## config.mk

```make
export PLATFORM = sky130hd
export DESIGN_NAME = bitwise_logic_unit
export DESIGN_NICKNAME = d
export VERILOG_FILES = /design/src/rtl/bitwise_logic_pkg.sv /design/src/rtl/blu_op_core.sv /design/src/rtl/bitwise_logic_unit.sv
export SDC_FILE = /design/constraint.sdc
export NUM_CORES = 1
export LEC_CHECK = 0
export CORE_AREA = 2 2 92 111
export DETAILED_ROUTE_END_ITERATION = 8
export DIE_AREA = 0 0 94 113
export DONT_BUFFER_PORTS = 1
export PLACE_DENSITY = 0.55
export SYNTH_ARGS = -nofsm -noshare
export SYNTH_HDL_FRONTEND = slang
export SYNTH_HIERARCHICAL = 1
export SYNTH_SLANG_ARGS = --single-unit
```

## constraint.sdc

```tcl
create_clock -name clk -period 2.1 [get_ports clk]
set_clock_uncertainty 0.1 [all_clocks]
set_input_delay 0.21 -clock clk [delete_from_list [all_inputs] [get_ports clk]]
set_output_delay 0.21 -clock clk [all_outputs]
set_load 0.02 [all_outputs]
```

## src/rtl/bitwise_logic_pkg.sv

```systemverilog
// Shared definitions for the bitwise logic unit.
//   - blu_op_e   : operation select encoding (matches in_op values)
//   - OP_W       : opcode width
//   - blu_s1_t   : stage-1 register layout at the native datapath width
package bitwise_logic_pkg;

    localparam int unsigned OP_W      = 3;
    localparam int unsigned BLU_DATA_W = 16;

    typedef enum logic [OP_W-1:0] {
        BLU_AND    = 3'd0,
        BLU_OR     = 3'd1,
        BLU_XOR    = 3'd2,
        BLU_NAND   = 3'd3,
        BLU_NOR    = 3'd4,
        BLU_XNOR   = 3'd5,
        BLU_ANDN   = 3'd6,
        BLU_PASS_Y = 3'd7
    } blu_op_e;

    typedef struct packed {
        logic [BLU_DATA_W-1:0] result;
        logic                  valid;
    } blu_s1_t;

endpackage

```

## src/rtl/blu_op_core.sv

```systemverilog
// Combinational opcode decode for the bitwise logic unit.
// Ports:
//   op  - operation select (blu_op_e)
//   x   - operand X (already muxed with the accumulator)
//   y   - operand Y
//   res - WIDTH-bit bitwise result
module blu_op_core
    import bitwise_logic_pkg::*;
#(
    parameter int unsigned WIDTH = 16
) (
    input  blu_op_e          op,
    input  logic [WIDTH-1:0] x,
    input  logic [WIDTH-1:0] y,
    output logic [WIDTH-1:0] res
);

    always_comb begin
        res = '0;
        unique case (op)
            BLU_AND:    res = x & y;
            BLU_OR:     res = x | y;
            BLU_XOR:    res = x ^ y;
            BLU_NAND:   res = ~(x & y);
            BLU_NOR:    res = ~(x | y);
            BLU_XNOR:   res = ~(x ^ y);
            BLU_ANDN:   res = x & ~y;
            BLU_PASS_Y: res = y;
            default:    res = '0;
        endcase
    end

endmodule

```

## src/rtl/bitwise_logic_unit.sv

```systemverilog
// Two-stage pipelined bitwise logic unit with valid/ready handshake and a
// chaining accumulator.
// Ports:
//   clk, rst_n               - clock, asynchronous active-low reset
//   in_valid/in_ready        - operand beat handshake
//   in_op, in_x, in_y        - operation and operands
//   in_use_acc               - take X from the accumulator instead of in_x
//   acc_clr                  - clear accumulator (an accept on the same edge wins)
//   out_valid/out_ready      - result handshake
//   out_res                  - result
//   out_zero/ones/parity     - result flags
// Configuration: define BITWISE_LOGIC_UNIT_FLAGS_EN to build the flag
// registers; otherwise the three flag outputs are tied low.
module bitwise_logic_unit
    import bitwise_logic_pkg::*;
#(
    parameter int unsigned WIDTH = 16,
    parameter int unsigned OP_W  = 3
) (
    input  logic             clk,
    input  logic             rst_n,
    input  logic             in_valid,
    output logic             in_ready,
    input  logic [OP_W-1:0]  in_op,
    input  logic [WIDTH-1:0] in_x,
    input  logic [WIDTH-1:0] in_y,
    input  logic             in_use_acc,
    input  logic             acc_clr,
    output logic             out_valid,
    input  logic             out_ready,
    output logic [WIDTH-1:0] out_res,
    output logic             out_zero,
    output logic             out_ones,
    output logic             out_parity
);

    // Same layout as blu_s1_t, but sized by WIDTH.
    typedef struct packed {
        logic [WIDTH-1:0] result;
        logic             valid;
    } s1_t;

    s1_t              s1;
    logic [WIDTH-1:0] acc;
    logic [WIDTH-1:0] x_eff;
    logic [WIDTH-1:0] core_res;
    logic             accept;
    logic             s2_adv;

    assign s2_adv   = s1.valid && (!out_valid || out_ready);
    assign in_ready = !s1.valid || s2_adv;
    assign accept   = in_valid && in_ready;
    assign x_eff    = in_use_acc ? acc : in_x;

    blu_op_core #(
        .WIDTH (WIDTH)
    ) u_op_core (
        .op  (blu_op_e'(in_op)),
        .x   (x_eff),
        .y   (in_y),
        .res (core_res)
    );

    // Stage 1 and accumulator. The accumulator follows every accepted result
    // so the next beat can chain on it without a bubble.
    always_ff @(posedge clk or negedge rst_n) begin
        if (!rst_n) begin
            s1  <= '0;
            acc <= '0;
        end else begin
            if (accept) begin
                s1.result <= core_res;
                s1.valid  <= 1'b1;
                acc       <= core_res;
            end else begin
                if (s2_adv) begin
                    s1.valid <= 1'b0;
                end
                if (acc_clr) begin
                    acc <= '0;
                end
            end
        end
    end

    // Stage 2: output register, held stable while stalled.
    always_ff @(posedge clk or negedge rst_n) begin
        if (!rst_n) begin
            out_valid <= 1'b0;
            out_res   <= '0;
        end else begin
            if (s2_adv) begin
                out_valid <= 1'b1;
                out_res   <= s1.result;
            end else if (out_ready) begin
                out_valid <= 1'b0;
            end
        end
    end

`ifdef BITWISE_LOGIC_UNIT_FLAGS_EN
    logic zero_q;
    logic ones_q;
    logic parity_q;

    always_ff @(posedge clk or negedge rst_n) begin
        if (!rst_n) begin
            zero_q   <= 1'b0;
            ones_q   <= 1'b0;
            parity_q <= 1'b0;
        end else if (s2_adv) begin
            zero_q   <= ~|s1.result;
            ones_q   <= &s1.result;
            parity_q <= ^s1.result;
        end
    end

    assign out_zero   = zero_q;
    assign out_ones   = ones_q;
    assign out_parity = parity_q;
`else
    assign out_zero   = 1'b0;
    assign out_ones   = 1'b0;
    assign out_parity = 1'b0;
`endif

endmodule

```

* After elaboration in Yosys (flattened, before gate mapping)
Cells that the tools add are included.
Word-level totals: input bits 41, output and inout port bits 21, logic and storage cells 38, register bits 50
Operators by class: bitwise operators 8, eq/ne operators 7, reductions and logical operators 10, mux-type cells 8
Operator list (number):
- case mux 16 bit (8 select lines) | 1
- inverter 16 bit | 4
- 2-to-1 mux 16 bit | 3
- bitwise AND 16 bit | 2
- bitwise OR 16 bit | 1
- XOR 16 bit | 1
- equality test 3 bit, second input constant | 4
- equality test 3 x 2 -> 1 bit, second input constant | 2
- nonzero test 2 bit | 3
- 2-to-1 mux 1 bit | 4
- equality test 3 x 1 -> 1 bit, second input constant | 1
- zero test 3 bit | 1
- logical AND 1 bit | 2
- zero test 1 bit | 2
- logical OR 1 bit | 2

* Logic depth before layout (Yosys ltp)
depth in word-level cells 6, gate-level depth with buffers 10, depth with buffers taken out 8

* Cells and area by module
The synthesis kept the hierarchy.
Modules (own cells, without submodules):
- bitwise_logic_unit | times used 1, area an instance 2068.2 um^2, cells each 133
- blu_op_core | times used 1, area an instance 1767.9 um^2, cells each 242

* Worst setup path before layout
Ideal clock, no wire load.
kind input to register, start point input port in_use_acc, end point register s1[6] in the netlist's numbering, setup time 0.125 ns, path buffers 2, stages 10, data required time 1.875 ns, arrival time 2.038 ns, setup slack -0.163 ns, path through buf_2 buf_2 mux2_2 inv_1 ha_1 nor2b_1 o21ai_0 a22o_1 o22a_1 mux2_2
On the way: cells in the longest elaborated chain, start to end 4, elaborated cells between the ends (all ways) 9, those cells by class 2 x mux; 7 x bitwise
RTL lines:
- from (decl) | RTL line bitwise_logic_unit.sv:27 | input logic in_use_acc,
- 2-to-1 mux 16 bit (*) | RTL line bitwise_logic_unit.sv:53 | assign x_eff = in_use_acc ? acc : in_x;
- net x_eff[5] | RTL line bitwise_logic_unit.sv:45 | logic [WIDTH-1:0] x_eff;
- XOR 16 bit (tied with other cells) | RTL line blu_op_core.sv:23, blu_op_core.sv:26
- inverter 16 bit (on tied branches) | RTL line blu_op_core.sv:26, blu_op_core.sv:24, blu_op_core.sv:25
- case mux 16 bit (8 select lines) (*) | RTL line blu_op_core.sv:20 | unique case (op)
- net core_res[5] | RTL line bitwise_logic_unit.sv:46 | logic [WIDTH-1:0] core_res;
- to (decl) | RTL line bitwise_logic_unit.sv:43 | s1_t s1;
The timed path passes the listed nets; every way through them passes the cells marked *. A chain may end at the register's enable or synchronous reset.

* Worst setup path in the final report
start point register acc[1], end point register s1[2] in the netlist's numbering
On the way: cells in the longest elaborated chain, start to end 4, elaborated cells between the ends (all ways) 9, those cells by class 2 x mux; 7 x bitwise
RTL lines:
- from (decl) | RTL line bitwise_logic_unit.sv:44 | logic [WIDTH-1:0] acc;
- from (signal assigned) | RTL line bitwise_logic_unit.sv:74 | acc <= core_res;
- 2-to-1 mux 16 bit (*) | RTL line bitwise_logic_unit.sv:53
- net x_eff[1] | RTL line bitwise_logic_unit.sv:45
- XOR 16 bit (tied with other cells) | RTL line blu_op_core.sv:23, blu_op_core.sv:26
- inverter 16 bit (on tied branches) | RTL line blu_op_core.sv:26, blu_op_core.sv:24, blu_op_core.sv:25
- case mux 16 bit (8 select lines) (*) | RTL line blu_op_core.sv:20
- net core_res[1] | RTL line bitwise_logic_unit.sv:46
Marked as above.

==> results.md <==
* Status: finished clean
* Commonest non-fill, non-tap cell in the layout: dfrtp_1
* DP Cell Count at 481
* Fin crit period at 1.99 ns
* PortBufs at 0
* Worst Tran Pin Value at 0.665 ns
* Slowest stage delay, CP at 0.46 ns
* Die area at 10600 sq um
* Clk buf depth at 2
* Max Freq at 502 MHz
* Share of cells above drive strength 1 at 20.1%
* Crit path buf inv count at 1
* FF+latch count, synth at 50
* Flop pwr share at 48.3%
* Critical path data required time at 2.23 ns
* Post-synth EDFFs at 0
* Gate Count Post-Synth at 375
* Vias in the first global route at 2761
* Min-Delay Path Depth at 2
* Hold Slack at 0.0245 ns
* Critical path peak fanout at 3
* Largest family of logic cells by synthesized area: multiplexers
* Worst reg2reg path depth at 7
* Area delta synth->final at 6.82%
* Clock network power share at 25.7%
* Crit path max-delay family: multiplexers
* Power Total at 3.06 mW
* Final setup TNS at 0 ns
* Mux cell area share after synthesis at 19.4%
* Pwr/cell area at 746 nW/um^2
* Die Ht at 113 um
* Ys async rst share at 100%
* First DRT Iteration DRCs at 176
* Top-Level Pins at 62
* Post-synthesis cell area at 3840 sq um
* Slew HR at 55.7%
* Total GRT Usage at 17.7%
* Core area at 9520 sq um
* Worst hold path class: in2reg
* CTS tree: yes
* Initial core utilization at 40.3%
* Simple-Gate Fraction of Synth Area at 7.47%
* Worst Setup End Kind: flop
* Drt drc at 0
* WS Path Type: reg2reg
* Share of total power in combinational logic at 26.1%
* Drt total wl at 9.08 mm
* Maximum VDD drop at 542 uV
* Sequential fraction of the synthesis area at 32.6%
* Number of hold violations in the final report at 0
* Ys flop type: dfrtp_1
* Layout net count at 457
* Switch share at 32.9%
* Net Switching at 1.01 mW
* Worst-path clk slew at 0.07 ns
* Post-DR wirelength/cell at 18.5 um
* CTS Buf Count at 5
* Final ANT Viol Nets at 0
* Largest net degree at the start of global routing at 51
* Fin. max-slew vios at 0
* Synth cell types at 37
* Most used cell, CP: mux2_2
* Via count at 2746
* First-pass GRT wire length at 14.8 mm
* Yosys warns at 6
* Fin util at 43.1%
* Post-synthesis xor/xnor area fraction at 0%
* Max-cap violation count at 0
* Clock root buffer: clkbuf_16
* H-tree levels at 2
* Critical Path AT at 2.12 ns
* Internal power at 2.05 mW
* Post-synth top area share at 32.6%
* Routability cong. at 0.880
* Final Instance Count excl. Fillers at 492
* Synth top area cells: dfrtp_1 33%, ha_1 16%, mux2_2 14%
* Clock sinks at 50
* Critical path launch point type: flop
* Initial antenna violation count at 1
* Die X-Extent at 94 um
* Final HPWL DP at 6.56 mm
* Final period util at 94.9%
* Final setup viols at 0
* Num rows at 39
* Worst-path cell chain: mux2_2 -> inv_1 -> ha_1 -> mux4_2 -> nand2_1 -> o221a_2 -> mux2_2
* Unrepaired setup endpoints after global routing: no
* Clock Latency Late Sink at 0.29 ns
* Initial DRT Pass Iterations at 4
* GR Overflow Total at 0
* CP max-delay cell: mux4_2
* Synth area leader: dfrtp_1
* Synth Area in Compound Gates at 17.0%
* DR vias/cell at 5.58
* Synth Area in Adders at 15.7%
* Mapped Avg Cell Area at 10.2 sq um
* Stages on worst setup path at 7
* Most frequent cells in the layout: 50 x dfrtp_1, 47 x mux2_2, 47 x ha_1, 33 x inv_1, 23 x a21oi_1
* LEAKAGE at 1.91 nW
sequential cells by signal, indices dropped and copies added (netlist names):
signal and count:
s1 17, acc 16, out_res 16, out_valid 1
logic make-up (layout without fill, tap and decap cells):
logic type                 count (synthesis)  in the layout
other                                      1              4
buffers and inverters                     62             53
adders and majority gates                 48             48
muxes                                     66             66
AOI/OAI and AO/OA                         90             90
DFF                                       50             50
and+or+nand+nor                           58             58
worst register-to-register path: cells and delay by family (launching register included):
kind | cells | cell delay, ns
AO/OA/AOI/OAI | 1 | 0.19
adder cells (fa/ha/maj) | 1 | 0.24
buffers and inverters | 1 | 0.06
flip-flops | 1 | 0.38
multiplexers | 3 | 0.89
AND/OR/NAND/NOR | 1 | 0.08
per-stage QoR:
step	area (sq um)	setup slack, ns
floorplan	3860	0.0184
global placement	3890	0.149
detailed placement	3890	0.109
CTS	4080	0.0928
global route	4100	0.00409
finish	4100	0.108
synth_stat cells, types with 2 or more instances:
cell type / count
nor2b_1: 2
buf_6: 3
mux4_2: 2
mux2i_1: 16
ha_1: 48
o211ai_1: 5
buf_2: 10
a2bb2oi_1: 4
o22ai_1: 12
nor2_1: 15
nand3_1: 6
buf_4: 8
clkbuf_1: 6
o221a_2: 2
a22o_1: 17
dfrtp_1: 50
a21oi_1: 23
inv_1: 33
nand2b_1: 13
mux2_2: 48
nand2_1: 18
o2bb2ai_1: 8
o22a_1: 5
o21ai_0: 2
a22oi_1: 7
final timing paths:
| path | startpoint | endpoint | slack, ns |
|---|---|---|---|
| min reg2reg | acc[4]$_DFFE_PN0P_ | acc[4]$_DFFE_PN0P_ | 0.40 |
| min | out_ready | out_valid$_DFFE_PN0P_ | 0.02 |
| max | acc[1]$_DFFE_PN0P_ | s1[2]$_DFFE_PN0P_ | 0.11 |
| max reg2reg | acc[1]$_DFFE_PN0P_ | s1[2]$_DFFE_PN0P_ | 0.11 |
| max in group asynchronous | rst_n | s1[10]$_DFFE_PN0P_ | 1.34 |
| min in group asynchronous | rst_n | s1[0]$_DFFE_PN0P_ | 0.34 |
area by class of cell:
type                       count  area, sq um
clock inverter                 2         15.0
tap                          123          154
clock buffer                   5          125
timing repair buffer          11          108
inverter                      35          131
sequential                    50         1250
antenna                        1         2.50
multi-input combinational    265         2310
fill                         919         5420
timing repair:
item	in CTS	in global routing
endpoints found under the hold margin	51	0
hold buffers	3	0
resized for setup	0	2
setup buffers	0	0
endpoints found under the setup margin	0	1
metal layers:
metal	GRT usage (%)	share of wire [%]
met3	5.13	6.2
met2	26.3	44
met4	7.25	3.2
met1	24.3	46
met5	0	0
power by group through the flow:
| stage | clock (mW) | sequential (mW) | combinational (mW) |
|---|---|---|---|
| after floorplan | 0 | 1.44 | 0.670 |
| after global placement | 0 | 1.49 | 0.737 |
| after detailed placement | 0 | 1.50 | 0.759 |
| after CTS | 0.804 | 1.48 | 0.796 |
| after global routing | 0.856 | 1.51 | 0.891 |
| final | 0.784 | 1.47 | 0.797 |
Power figures use the tool's default switching activity.
